--- config.mk ---
export PLATFORM = sky130hd
export DESIGN_NAME = aqp_audio_mixer_flat
export DESIGN_NICKNAME = d
export VERILOG_FILES = /design/src/rtl/aqp_audio_pkg.sv /design/src/rtl/aqp_audio_mixer_if.sv /design/src/rtl/aqp_audio_fifo.sv /design/src/rtl/aqp_audio_mixer.sv /design/src/flat_wrapper.sv
export SDC_FILE = /design/constraint.sdc
export NUM_CORES = 1
export LEC_CHECK = 0
export ABC_AREA = 1
export CORE_MARGIN = 10
export CORE_UTILIZATION = 30
export DETAILED_ROUTE_END_ITERATION = 8
export GPL_ROUTABILITY_DRIVEN = 1
export PLACE_DENSITY = 0.49
export SKIP_CTS_REPAIR_TIMING = 1
export SYNTH_ARGS = -nofsm -noshare
export SYNTH_HDL_FRONTEND = slang
export SYNTH_SLANG_ARGS = --single-unit
--- constraint.sdc ---
create_clock -name clk -period 3.2 [get_ports clk]
set_clock_uncertainty 0.15 [all_clocks]
set_input_delay 0.32 -clock clk [delete_from_list [all_inputs] [get_ports clk]]
set_output_delay 0.32 -clock clk [all_outputs]
set_load 0.005 [all_outputs]
--- src/rtl/aqp_audio_pkg.sv ---
// Shared constants, types and arithmetic helpers for the audio mixer.
//   AUDIO_MID      : offset-binary midscale (silence) driven to the DAC
//   S16_MAX/S16_MIN: saturation limits of the 16-bit signed mix
//   VOL_SHIFT      : gain is vol / 2^VOL_SHIFT
//   MIX_W/SCALED_W : mix adder width and per-source scaled width
package aqp_audio_pkg;

    localparam int MIX_W     = 21;
    localparam int SCALED_W  = 20;
    localparam int VOL_SHIFT = 3;

    localparam logic [15:0]              AUDIO_MID = 16'h8000;
    localparam logic signed [MIX_W-1:0]  S16_MAX   = 21'sd32767;
    localparam logic signed [MIX_W-1:0]  S16_MIN   = -21'sd32768;

    typedef struct packed {
        logic [15:0] left;
        logic [15:0] right;
    } stereo_t;

    // (sample * vol) >>> VOL_SHIFT; vol is an unsigned 0..15 gain code.
    function automatic logic signed [SCALED_W-1:0] scale_vol(
        input logic signed [15:0] s,
        input logic [3:0]         vol
    );
        logic signed [MIX_W-1:0] s_ext;
        logic signed [MIX_W-1:0] v_ext;
        logic signed [MIX_W-1:0] prod;
        s_ext = MIX_W'(s);
        v_ext = $signed(MIX_W'(vol));
        prod  = s_ext * v_ext;
        return SCALED_W'(prod >>> VOL_SHIFT);
    endfunction

    // Clamp to the signed 16-bit range, then flip the MSB for the DAC.
    function automatic logic [15:0] sat_offset(input logic signed [MIX_W-1:0] sum);
        logic [15:0] s16;
        if (sum > S16_MAX) begin
            s16 = 16'h7FFF;
        end else if (sum < S16_MIN) begin
            s16 = 16'h8000;
        end else begin
            s16 = sum[15:0];
        end
        return s16 ^ AUDIO_MID;
    endfunction

endpackage

--- src/rtl/aqp_audio_mixer_if.sv ---
// CPU/PSG-facing and DAC-facing signal bundle of the audio mixer.
//   master: sample writer / PSG / volume registers / DAC consumer side
//   slave : the mixer itself
interface aqp_audio_mixer_if #(
    parameter int FIFO_AW = 4
);
    logic              wr_en;
    logic [31:0]       wr_data;
    logic [15:0]       psg_data;
    logic [3:0]        vol_pcm;
    logic [3:0]        vol_psg;
    logic              clr_flags;
    logic              fifo_full;
    logic              fifo_empty;
    logic [FIFO_AW:0]  fifo_count;
    logic              underrun;
    logic              overflow;
    logic              next_sample;
    logic [15:0]       left_data;
    logic [15:0]       right_data;

    modport master (
        output wr_en, wr_data, psg_data, vol_pcm, vol_psg, clr_flags,
        input  fifo_full, fifo_empty, fifo_count, underrun, overflow,
               next_sample, left_data, right_data
    );

    modport slave (
        input  wr_en, wr_data, psg_data, vol_pcm, vol_psg, clr_flags,
        output fifo_full, fifo_empty, fifo_count, underrun, overflow,
               next_sample, left_data, right_data
    );
endinterface

--- src/rtl/aqp_audio_fifo.sv ---
// Single-clock synchronous FIFO with registered read data.
//   push/push_data : write request; dropped when full (push_drop pulses)
//   pop            : read request; when empty pop_data loads 0 (pop_under pulses)
//   pop_data       : registered read word, updated only on pop
//   count/full/empty: occupancy, all derived from the registered count
// Full/empty decisions use the state before the current edge, so a push
// and pop in the same cycle are judged independently.
module aqp_audio_fifo #(
    parameter int WIDTH = 32,
    parameter int AW    = 4
) (
    input  logic             clk,
    input  logic             reset_n,
    input  logic             push,
    input  logic [WIDTH-1:0] push_data,
    input  logic             pop,
    output logic [WIDTH-1:0] pop_data,
    output logic [AW:0]      count,
    output logic             full,
    output logic             empty,
    output logic             push_drop,
    output logic             pop_under
);
    localparam int          DEPTH   = 1 << AW;
    localparam logic [AW:0] DEPTH_C = (AW+1)'(DEPTH);

    logic [WIDTH-1:0] mem [DEPTH];
    logic [AW-1:0]    wr_ptr;
    logic [AW-1:0]    rd_ptr;
    logic             push_ok;
    logic             pop_ok;

    assign full      = (count == DEPTH_C);
    assign empty     = (count == '0);
    assign push_ok   = push & ~full;
    assign pop_ok    = pop & ~empty;
    assign push_drop = push & full;
    assign pop_under = pop & empty;

    always_ff @(posedge clk) begin
        if (push_ok) begin
            mem[wr_ptr] <= push_data;
        end
    end

    always_ff @(posedge clk or negedge reset_n) begin
        if (!reset_n) begin
            wr_ptr   <= '0;
            rd_ptr   <= '0;
            count    <= '0;
            pop_data <= '0;
        end else begin
            if (push_ok) begin
                wr_ptr <= wr_ptr + AW'(1);
            end
            if (pop_ok) begin
                rd_ptr <= rd_ptr + AW'(1);
            end
            if (pop) begin
                pop_data <= pop_ok ? mem[rd_ptr] : '0;
            end
            if (push_ok && !pop_ok) begin
                count <= count + (AW+1)'(1);
            end else if (!push_ok && pop_ok) begin
                count <= count - (AW+1)'(1);
            end
        end
    end
endmodule

--- src/rtl/aqp_audio_mixer.sv ---
// Sample-rate divider, PCM FIFO and stereo mixer feeding the PWM DAC.
//   clk, reset_n : system clock, async active-low reset
//   bus (slave)  : PCM writes, PSG sample, volumes, flag clear in;
//                  FIFO status, sticky flags, next_sample strobe and
//                  offset-binary left/right words out
// Pipeline: tick (T) -> pop + PSG capture (T+1) -> scale (T+2) -> mix,
// saturate and strobe (T+3).
module aqp_audio_mixer
    import aqp_audio_pkg::*;
#(
    parameter int SAMPLE_DIV = 1024,
    parameter int FIFO_AW    = 4
) (
    input  logic            clk,
    input  logic            reset_n,
    aqp_audio_mixer_if.slave bus
);
    localparam int               CNT_W    = $clog2(SAMPLE_DIV);
    localparam logic [CNT_W-1:0] DIV_LAST = CNT_W'(SAMPLE_DIV - 1);

    logic [CNT_W-1:0]           div_cnt;
    logic                       tick;
    stereo_t                    pcm_q;
    logic [15:0]                psg_q;
    logic                       v1;
    logic                       v2;
    logic signed [SCALED_W-1:0] pcm_l_s;
    logic signed [SCALED_W-1:0] pcm_r_s;
    logic signed [SCALED_W-1:0] psg_s;
    logic [15:0]                left_q;
    logic [15:0]                right_q;
    logic                       next_q;
    logic                       underrun_q;
    logic                       overflow_q;
    logic [FIFO_AW:0]           fifo_count;
    logic                       fifo_full;
    logic                       fifo_empty;
    logic                       push_drop;
    logic                       pop_under;

    // tick is registered so the first one lands SAMPLE_DIV clocks after reset.
    always_ff @(posedge clk or negedge reset_n) begin
        if (!reset_n) begin
            div_cnt <= '0;
            tick    <= 1'b0;
        end else begin
            tick    <= (div_cnt == DIV_LAST);
            div_cnt <= (div_cnt == DIV_LAST) ? '0 : div_cnt + CNT_W'(1);
        end
    end

    // The FIFO's registered read word is the stage-1 PCM register.
    aqp_audio_fifo #(
        .WIDTH (32),
        .AW    (FIFO_AW)
    ) u_fifo (
        .clk       (clk),
        .reset_n   (reset_n),
        .push      (bus.wr_en),
        .push_data (bus.wr_data),
        .pop       (tick),
        .pop_data  (pcm_q),
        .count     (fifo_count),
        .full      (fifo_full),
        .empty     (fifo_empty),
        .push_drop (push_drop),
        .pop_under (pop_under)
    );

    always_ff @(posedge clk or negedge reset_n) begin
        if (!reset_n) begin
            psg_q   <= '0;
            v1      <= 1'b0;
            v2      <= 1'b0;
            pcm_l_s <= '0;
            pcm_r_s <= '0;
            psg_s   <= '0;
            left_q  <= AUDIO_MID;
            right_q <= AUDIO_MID;
            next_q  <= 1'b0;
        end else begin
            v1 <= tick;
            if (tick) begin
                psg_q <= bus.psg_data;
            end
            v2 <= v1;
            if (v1) begin
                pcm_l_s <= scale_vol(pcm_q.left,  bus.vol_pcm);
                pcm_r_s <= scale_vol(pcm_q.right, bus.vol_pcm);
                psg_s   <= scale_vol(psg_q,       bus.vol_psg);
            end
            next_q <= v2;
            if (v2) begin
                left_q  <= sat_offset(MIX_W'(pcm_l_s) + MIX_W'(psg_s));
                right_q <= sat_offset(MIX_W'(pcm_r_s) + MIX_W'(psg_s));
            end
        end
    end

    // A clear wins over a set landing in the same cycle.
    always_ff @(posedge clk or negedge reset_n) begin
        if (!reset_n) begin
            underrun_q <= 1'b0;
            overflow_q <= 1'b0;
        end else if (bus.clr_flags) begin
            underrun_q <= 1'b0;
            overflow_q <= 1'b0;
        end else begin
            if (pop_under) begin
                underrun_q <= 1'b1;
            end
            if (push_drop) begin
                overflow_q <= 1'b1;
            end
        end
    end

    assign bus.fifo_full   = fifo_full;
    assign bus.fifo_empty  = fifo_empty;
    assign bus.fifo_count  = fifo_count;
    assign bus.underrun    = underrun_q;
    assign bus.overflow    = overflow_q;
    assign bus.next_sample = next_q;
    assign bus.left_data   = left_q;
    assign bus.right_data  = right_q;
endmodule

--- src/flat_wrapper.sv ---
// flat-port wrapper written by rule: the top's interface ports become plain ports
module aqp_audio_mixer_flat import aqp_audio_pkg::*;
#(
    parameter int SAMPLE_DIV = 1024,
    parameter int FIFO_AW    = 4
)
  (clk, reset_n, bus_wr_en, bus_wr_data, bus_psg_data, bus_vol_pcm, bus_vol_psg, bus_clr_flags, bus_fifo_full, bus_fifo_empty, bus_fifo_count, bus_underrun, bus_overflow, bus_next_sample, bus_left_data, bus_right_data);
  aqp_audio_mixer_if #(.FIFO_AW(FIFO_AW)) bus_i ();
  input  logic clk;
  input  logic reset_n;
  input wire logic [$bits(bus_i.wr_en)-1:0] bus_wr_en;
  input wire logic [$bits(bus_i.wr_data)-1:0] bus_wr_data;
  input wire logic [$bits(bus_i.psg_data)-1:0] bus_psg_data;
  input wire logic [$bits(bus_i.vol_pcm)-1:0] bus_vol_pcm;
  input wire logic [$bits(bus_i.vol_psg)-1:0] bus_vol_psg;
  input wire logic [$bits(bus_i.clr_flags)-1:0] bus_clr_flags;
  output wire logic [$bits(bus_i.fifo_full)-1:0] bus_fifo_full;
  output wire logic [$bits(bus_i.fifo_empty)-1:0] bus_fifo_empty;
  output wire logic [$bits(bus_i.fifo_count)-1:0] bus_fifo_count;
  output wire logic [$bits(bus_i.underrun)-1:0] bus_underrun;
  output wire logic [$bits(bus_i.overflow)-1:0] bus_overflow;
  output wire logic [$bits(bus_i.next_sample)-1:0] bus_next_sample;
  output wire logic [$bits(bus_i.left_data)-1:0] bus_left_data;
  output wire logic [$bits(bus_i.right_data)-1:0] bus_right_data;
  assign bus_i.wr_en = bus_wr_en;
  assign bus_i.wr_data = bus_wr_data;
  assign bus_i.psg_data = bus_psg_data;
  assign bus_i.vol_pcm = bus_vol_pcm;
  assign bus_i.vol_psg = bus_vol_psg;
  assign bus_i.clr_flags = bus_clr_flags;
  assign bus_fifo_full = bus_i.fifo_full;
  assign bus_fifo_empty = bus_i.fifo_empty;
  assign bus_fifo_count = bus_i.fifo_count;
  assign bus_underrun = bus_i.underrun;
  assign bus_overflow = bus_i.overflow;
  assign bus_next_sample = bus_i.next_sample;
  assign bus_left_data = bus_i.left_data;
  assign bus_right_data = bus_i.right_data;
  aqp_audio_mixer #(.SAMPLE_DIV(SAMPLE_DIV), .FIFO_AW(FIFO_AW)) u_core (.clk(clk), .reset_n(reset_n), .bus(bus_i));
endmodule
==> metrics.txt, run 1 <==
status=complete, but fails checks; failing checks=setup timing; leading cell type in the layout, fill and taps excluded=nand2_1; reg-to-reg startpoint=u_core.u_fifo.pop_data[6]; pre-CTS WS=-1.065 ns; final setup fails=39; GP Congestion=0.8482; number of synthesized flops with an enable pin=512; Seq cells post-synth=675; row count=126; ys flop type=edfxtp_1; initial antenna violation count=15; Reg clk slew, reported paths=0.05 ns; initial drt markers=1623; Routed WL=98340 um; critical path arrival=3.81 ns; Pins Over Slew Limit=0; most used routing layer=met2; WL per Instance=17.70 um; drt pass-1 iters=5; initial core utilization=30.25%; clk root buf=clkbuf_16; Leak Pwr=19.30 nW; Syn Area/Cell=9.924 um^2; All-Layer GR Usage=14.48%; Post-Route Utilization=38.29%; Mapped Cells=3599; min Tclk post-route=3.447 ns; Pwr Total=20.19 mW; syn nets=3921; highest clock rate=290.1 MHz; critical path class=flip-flop to flip-flop; TritonCTS clock tree=built; share of the synthesized area in the top cell type=43.04%; Final Hold Vio Count=0; register area share after synthesis=54.47%; vias in the first global route=26080; total CTS buffers=76; DRC=0; die height=365.1 um; clock sinks=675; HPWL after DPL=63040 um; R2R Setup Slk=-0.25 ns; YS warnings=0; Die Area=133300 um^2; clk_lat worst skew=0.66 ns; crit path capture type=flip-flop; met1 global-route usage=19.05%; Cell variety after synth=45; GR Util met3=2.600%; Async S/R FF share, synth=24.15%; Via Count=25910; Overflow after GRT=0; area leader, netlist=edfxtp_1; fillcell total=11750; Area Growth Syn to Fin=26.59%; setup ws final=-0.2472 ns; PwrDens=446.6 nW/um^2; vias per cell=4.664; worst flop-to-flop path endpoint=u_core.pcm_r_s[11]; width of the die=365.1 um; largest net degree at the start of global routing=115; RSZ-0062 raised after global routing=yes; MaxCap Viol Count=0; post-route ant nets=0; worst-margin pin slew=0.7200 ns; Critical Path RT=3.56 ns; top cells by area, synth=edfxtp_1, dfrtp_1, nand2_1, fa_1, ha_1; min-delay worst type=input pin to async pin; Worst Reg2Reg Path Length in Cells=18; TNS Setup=-5.732 ns; commonest non-fill, non-tap cells in the layout=nand2_1, edfxtp_1, inv_1; # nets final=4279; core area=118100 um^2; synthesized cell area=35720 um^2; first-pass GRT wire length=152700 um; CP Max Fanout=4; M2 GR Usage=24.14%; IO buf count=101; period utilization=107.7%; share of cells above drive strength 1=19.60%; Slew HR=51.89%; # IOs=102; H-tree levels=3; Peak VDD IR=0.4118 mV; Clock Path Buffers=3; Startpoint Class=flip-flop
## flip-flops by register name (all words and copies together) (netlist names)
signal,cells
u_core.u_fifo.rd_ptr,4
u_core.bus.overflow,1
u_core.pcm_r_s,18
u_core.bus.left_data,16
u_core.u_fifo.mem,512
u_core.tick,1
u_core.div_cnt,10
u_core.u_fifo.pop_data,32
u_core.bus.right_data,16
u_core.psg_s,18
u_core.pcm_l_s,18
u_core.u_fifo.wr_ptr,4
u_core.u_fifo.count,5
u_core.psg_q,16
u_core.bus.underrun,1
u_core.bus.next_sample,1
u_core.v2,1
u_core.v1,1
## per-layer routing
metal	up-vias	routed length [um]	part of all wire, %
li1	12840	-	-
met1	12450	44530	45
met2	454	46470	47
met3	155	4299	4.4
met4	10	2960	3.0
met5	-	76	0.077
## report_power, final
group	leakage (nW)	internal, mW	total, mW	switching (mW)
Sequential	6.56	10.2	10.3	0.156
Combinational	11.6	0.501	1.64	1.14
Clock	1.13	4.54	8.24	3.70
## worst max path at each step
stage	start	end	slack, ns
after floorplan	bus_vol_pcm[3]	u_core.pcm_l_s[13]	-0.16
after global placement	bus_vol_pcm[2]	u_core.pcm_r_s[17]	-1.09
after detailed placement	bus_vol_pcm[2]	u_core.pcm_r_s[17]	-1.06
after CTS	u_core.u_fifo.pop_data[11]	u_core.pcm_r_s[17]	-0.44
after global routing	u_core.u_fifo.pop_data[4]	u_core.pcm_r_s[14]	-0.45
final	u_core.u_fifo.pop_data[6]	u_core.pcm_r_s[11]	-0.25
## area by class of cell
| cell class | instances | area, um^2 | area share [%] |
|---|---|---|---|
| sequential | 675 | 19470 | 43.07 |
| clock inverter | 36 | 312.8 | 0.6918 |
| clock buffer | 101 | 2036 | 4.502 |
| timing repair buffer | 429 | 3946 | 8.727 |
| inverter | 480 | 1808 | 3.998 |
| antenna | 3 | 7.507 | 0.01660 |
| multi-input combinational | 2295 | 15710 | 34.75 |
| tap | 1536 | 1922 | 4.250 |
## cells by family (layout without fill, tap and decap cells)
logic type / after synthesis / count (layout) / share of synthesized area [%]
fa+ha+maj: 262 / 262 / 11.32
other cells: 0 / 3 / 0
compound gates: 715 / 715 / 11.27
buf+inv: 629 / 1046 / 6.820
mux: 16 / 16 / 0.5044
simple gates: 1230 / 1230 / 13.84
flops: 675 / 675 / 54.47
xor+xnor: 72 / 72 / 1.766
## through the flow
stage / instances / hold slack, ns / area, um^2
final: 5555 / 0.09091 / 45220
after global routing: 5554 / 0.09568 / 45210
after CTS: 5517 / -0.4875 / 43740
after detailed placement: 5380 / 0.1966 / 41390
after global placement: 5380 / 0.1935 / 41390
after floorplan: 3599 / -0.1256 / 36490
## worst max-delay path: stages, from the launching register on
cell     delay, ns
dfrtp_1       0.42
nand2_2       0.07
inv_1         0.05
ha_4          0.21
fa_1          0.52
inv_2         0.04
fa_1          0.51
inv_2         0.05
ha_4          0.24
a21o_1        0.18
inv_2         0.06
nor2_1        0.04
nor2_1        0.09
nand2_1       0.08
a21oi_2       0.18
o21ai_2       0.10
or2_4         0.23
nand3_2       0.05
nand2_1       0.05
## synth_stat cells (25+ instances only)
cell	count
nand3_1	119
dfrtp_1	161
nand2_1	662
clkbuf_1	109
xnor2_1	27
nor2_1	381
inv_1	474
o21ai_0	381
a21oi_1	121
xor2_1	45
o22ai_1	81
buf_2	25
o221ai_1	48
fa_1	102
edfxtp_1	512
ha_1	160
Note: power is estimated with default switching activity, not from simulation.
==> run 2, diff against run 1 <==
--- a/config.mk
+++ b/config.mk
@@ -7,10 +7,11 @@
 export LEC_CHECK = 0
 export ABC_AREA = 1
 export CORE_MARGIN = 10
-export CORE_UTILIZATION = 30
+export CORE_UTILIZATION = 40
 export DETAILED_ROUTE_END_ITERATION = 8
+export DONT_BUFFER_PORTS = 1
 export GPL_ROUTABILITY_DRIVEN = 1
-export PLACE_DENSITY = 0.49
+export PLACE_DENSITY = 0.59
 export SKIP_CTS_REPAIR_TIMING = 1
 export SYNTH_ARGS = -nofsm -noshare
 export SYNTH_HDL_FRONTEND = slang
==> run 2 against run 1 <==
The run ends with hold timing, setup timing left. Combinational power down 17%. Maximum frequency down 0.99%. Critical path depth down 2. Non-clock buffer count down 88. Count of clock-buffer cells in the layout down 8. Final area down 3.1%. Sequential cell count unchanged. Via count down 0.52%. Critical path type unchanged. Highest routed layer unchanged.
==> metrics.txt, run 2 (synthesis gave the netlist of run 1 again) <==
status=complete, but fails checks; failing checks=hold timing, setup timing; Via Count=25770 (-0.52%); Startpoint Class=flip-flop; critical-path cell list=nand2_1 -> inv_2 -> ha_4 -> fa_1 -> inv_1 -> fa_1 -> inv_2 -> ha_4 -> a21oi_4 -> o21ai_2 -> nand4_1 -> nand3_2 -> a21oi_2 -> or2_2 -> nand3_1 -> nand2_1; Slew HR=33.78% (-18 points); Pins Over Slew Limit=0 (unchanged); Buf/Inv on CP=3 (-1); initial core utilization=40.35% (+10 points); RSZ-0062 raised after global routing=yes; share of cells above drive strength 1=19.06% (-0.54 points); HPWL after DPL=56670 um (-10%); All-Layer GR Usage=17.16% (+2.7 points); width of the die=318.8 um (-13%); Largest regs=u_core.u_fifo.mem: 512 flops, u_core.u_fifo.pop_data: 32 flops; post-route ant nets=0 (unchanged); Critical Path RT=3.57 ns (about the same); initial drt markers=1469 (-9.5%); clk root buf=clkbuf_16; row count=109 (-13%); # IOs=102 (unchanged); reg-to-reg startpoint=u_core.u_fifo.pop_data[18]; H-tree levels=3 (unchanged); Final Non-Filler Cells=5094 (-8.3%); PwrDens=455.0 nW/um^2 (+1.9%); final setup fails=37 (-5.1%); Die Area=101600 um^2 (-24%); Final Hold Vio Count=163 (+163); TNS Setup=-5.811 ns (-0.07869 ns); critical path arrival=3.86 ns (+0.05 ns); R2R Setup Slk=-0.28 ns (-0.03 ns); Biggest register=u_core.u_fifo.mem; vias per cell=5.059 (+8.5%); max reg flops=512 (unchanged); Area Growth Syn to Fin=22.68%; min Tclk post-route=3.481 ns (+0.03432 ns); WL per Instance=17.65 um (-0.28%); CP Max Fanout=5 (+1); slowest cell delay on critical path=0.49 ns (-0.03 ns); Routed WL=89930 um (-8.6%); period utilization=108.8% (+1.1 points); Peak VDD IR=0.5461 mV (+33%); Worst Reg2Reg Path Length in Cells=16 (-2); worst-margin pin slew=0.9910 ns (+0.2711 ns); MaxCap Viol Count=0 (unchanged); Overflow after GRT=0 (unchanged); DRC=0 (unchanged); GP Congestion=0.8486 (about the same); WHS=-0.7563 ns (-0.8472 ns); IO buf count=0 (-100%); clk_lat worst skew=0.63 ns (-0.03 ns); drt pass-1 iters=7 (+2); highest clock rate=287.2 MHz (-0.99%); DP Cell Count=4863 (-9.6%); first-pass GRT wire length=140700 um (-7.9%); # nets final=4190 (-2.1%); crit path capture type=flip-flop; design area=43820 um^2 (-3.1%); clock sinks=675 (unchanged); total CTS buffers=75 (-1.3%); Reg clk slew, reported paths=0.06 ns (about the same); TritonCTS clock tree=built; Crit path max-delay family=adder cells; min-delay worst type=input pin to async pin; core area=88510 um^2 (-25%); slowest library cell on the worst path=fa_1; initial antenna violation count=12 (-3); setup ws final=-0.2815 ns (-0.03432 ns); commonest non-fill, non-tap cells in the layout=nand2_1, edfxtp_1, inv_1; Clock Path Buffers=3 (unchanged); DP Area=39490 um^2 (-4.6%); largest net degree at the start of global routing=164 (+43%); critical path class=flip-flop to flip-flop; worst flop-to-flop path endpoint=u_core.pcm_l_s[13]; leading cell type in the layout, fill and taps excluded=nand2_1; Pwr Total=19.94 mW (-1.3%); vias in the first global route=25360 (-2.7%); Leak Pwr=18.85 nW (-2.4%); die height=318.8 um (-13%)
## run 2: cell types whose count changed in the layout (fill, tap and decap cells not counted), moves of 7 or more
cell,previous run,this run
ha_4,55,64
clkdlybuf4s50_1,98,0
buf_4,283,253
dlygate4sd3_1,1,50
buf_12,31,24
ha_1,103,95
## run 2: final cells by class
cell class / instances / area (um^2)
flip-flops and latches: 675 / 19470
well taps: 1165 / 1458
clock inverters: 41 / 362.8
clock buffers: 93 / 1976
fillers: 7943 / 44690
diodes: 4 / 10.01
repair buffers: 341 / 3038
inverters: 480 / 1808
multi-input cells: 2295 / 15700
## run 2: routing by layer
layer	vias to the layer above	GRT usage, %	part of all wire (%)
met3	158	2.976	4.6
met2	548	29.92	49
met4	10	5.281	2.4
met1	12400	21.50	43
met5	-	0	0.066
li1	12660	-	-
## run 2: power breakdown
| group | internal, mW | total [mW] | leakage [nW] | switching, mW |
|---|---|---|---|---|
| sequential | 10.2 | 10.3 | 6.57 | 0.159 |
| clock | 4.68 | 8.26 | 1.13 | 3.58 |
| combinational | 0.365 | 1.36 | 11.1 | 0.992 |
| total | 15.2 | 19.9 | 18.8 | 4.73 |
## run 2: per-stage QoR
stage / worst slack (ns) / util (%)
after floorplan: -0.1647 / -
after global placement: -0.2839 / 44.61
after detailed placement: -0.2847 / 44.61
after CTS: -0.3139 / 47.26
after global routing: -0.4710 / 49.51
final: -0.2815 / 49.51
## run 2: worst max path at each step
stage / startpoint / to / slack (ns) / depth (start not counted)
finish: u_core.u_fifo.pop_data[18] / u_core.pcm_l_s[13] / -0.28 / 16
global route: u_core.u_fifo.pop_data[2] / u_core.pcm_r_s[13] / -0.47 / 15
CTS: u_core.u_fifo.pop_data[2] / u_core.pcm_r_s[11] / -0.31 / 17
detailed placement: u_core.u_fifo.pop_data[2] / u_core.pcm_r_s[11] / -0.28 / 17
global placement: u_core.u_fifo.pop_data[2] / u_core.pcm_r_s[11] / -0.28 / 17
floorplan: bus_vol_pcm[3] / u_core.pcm_l_s[13] / -0.16 / 17
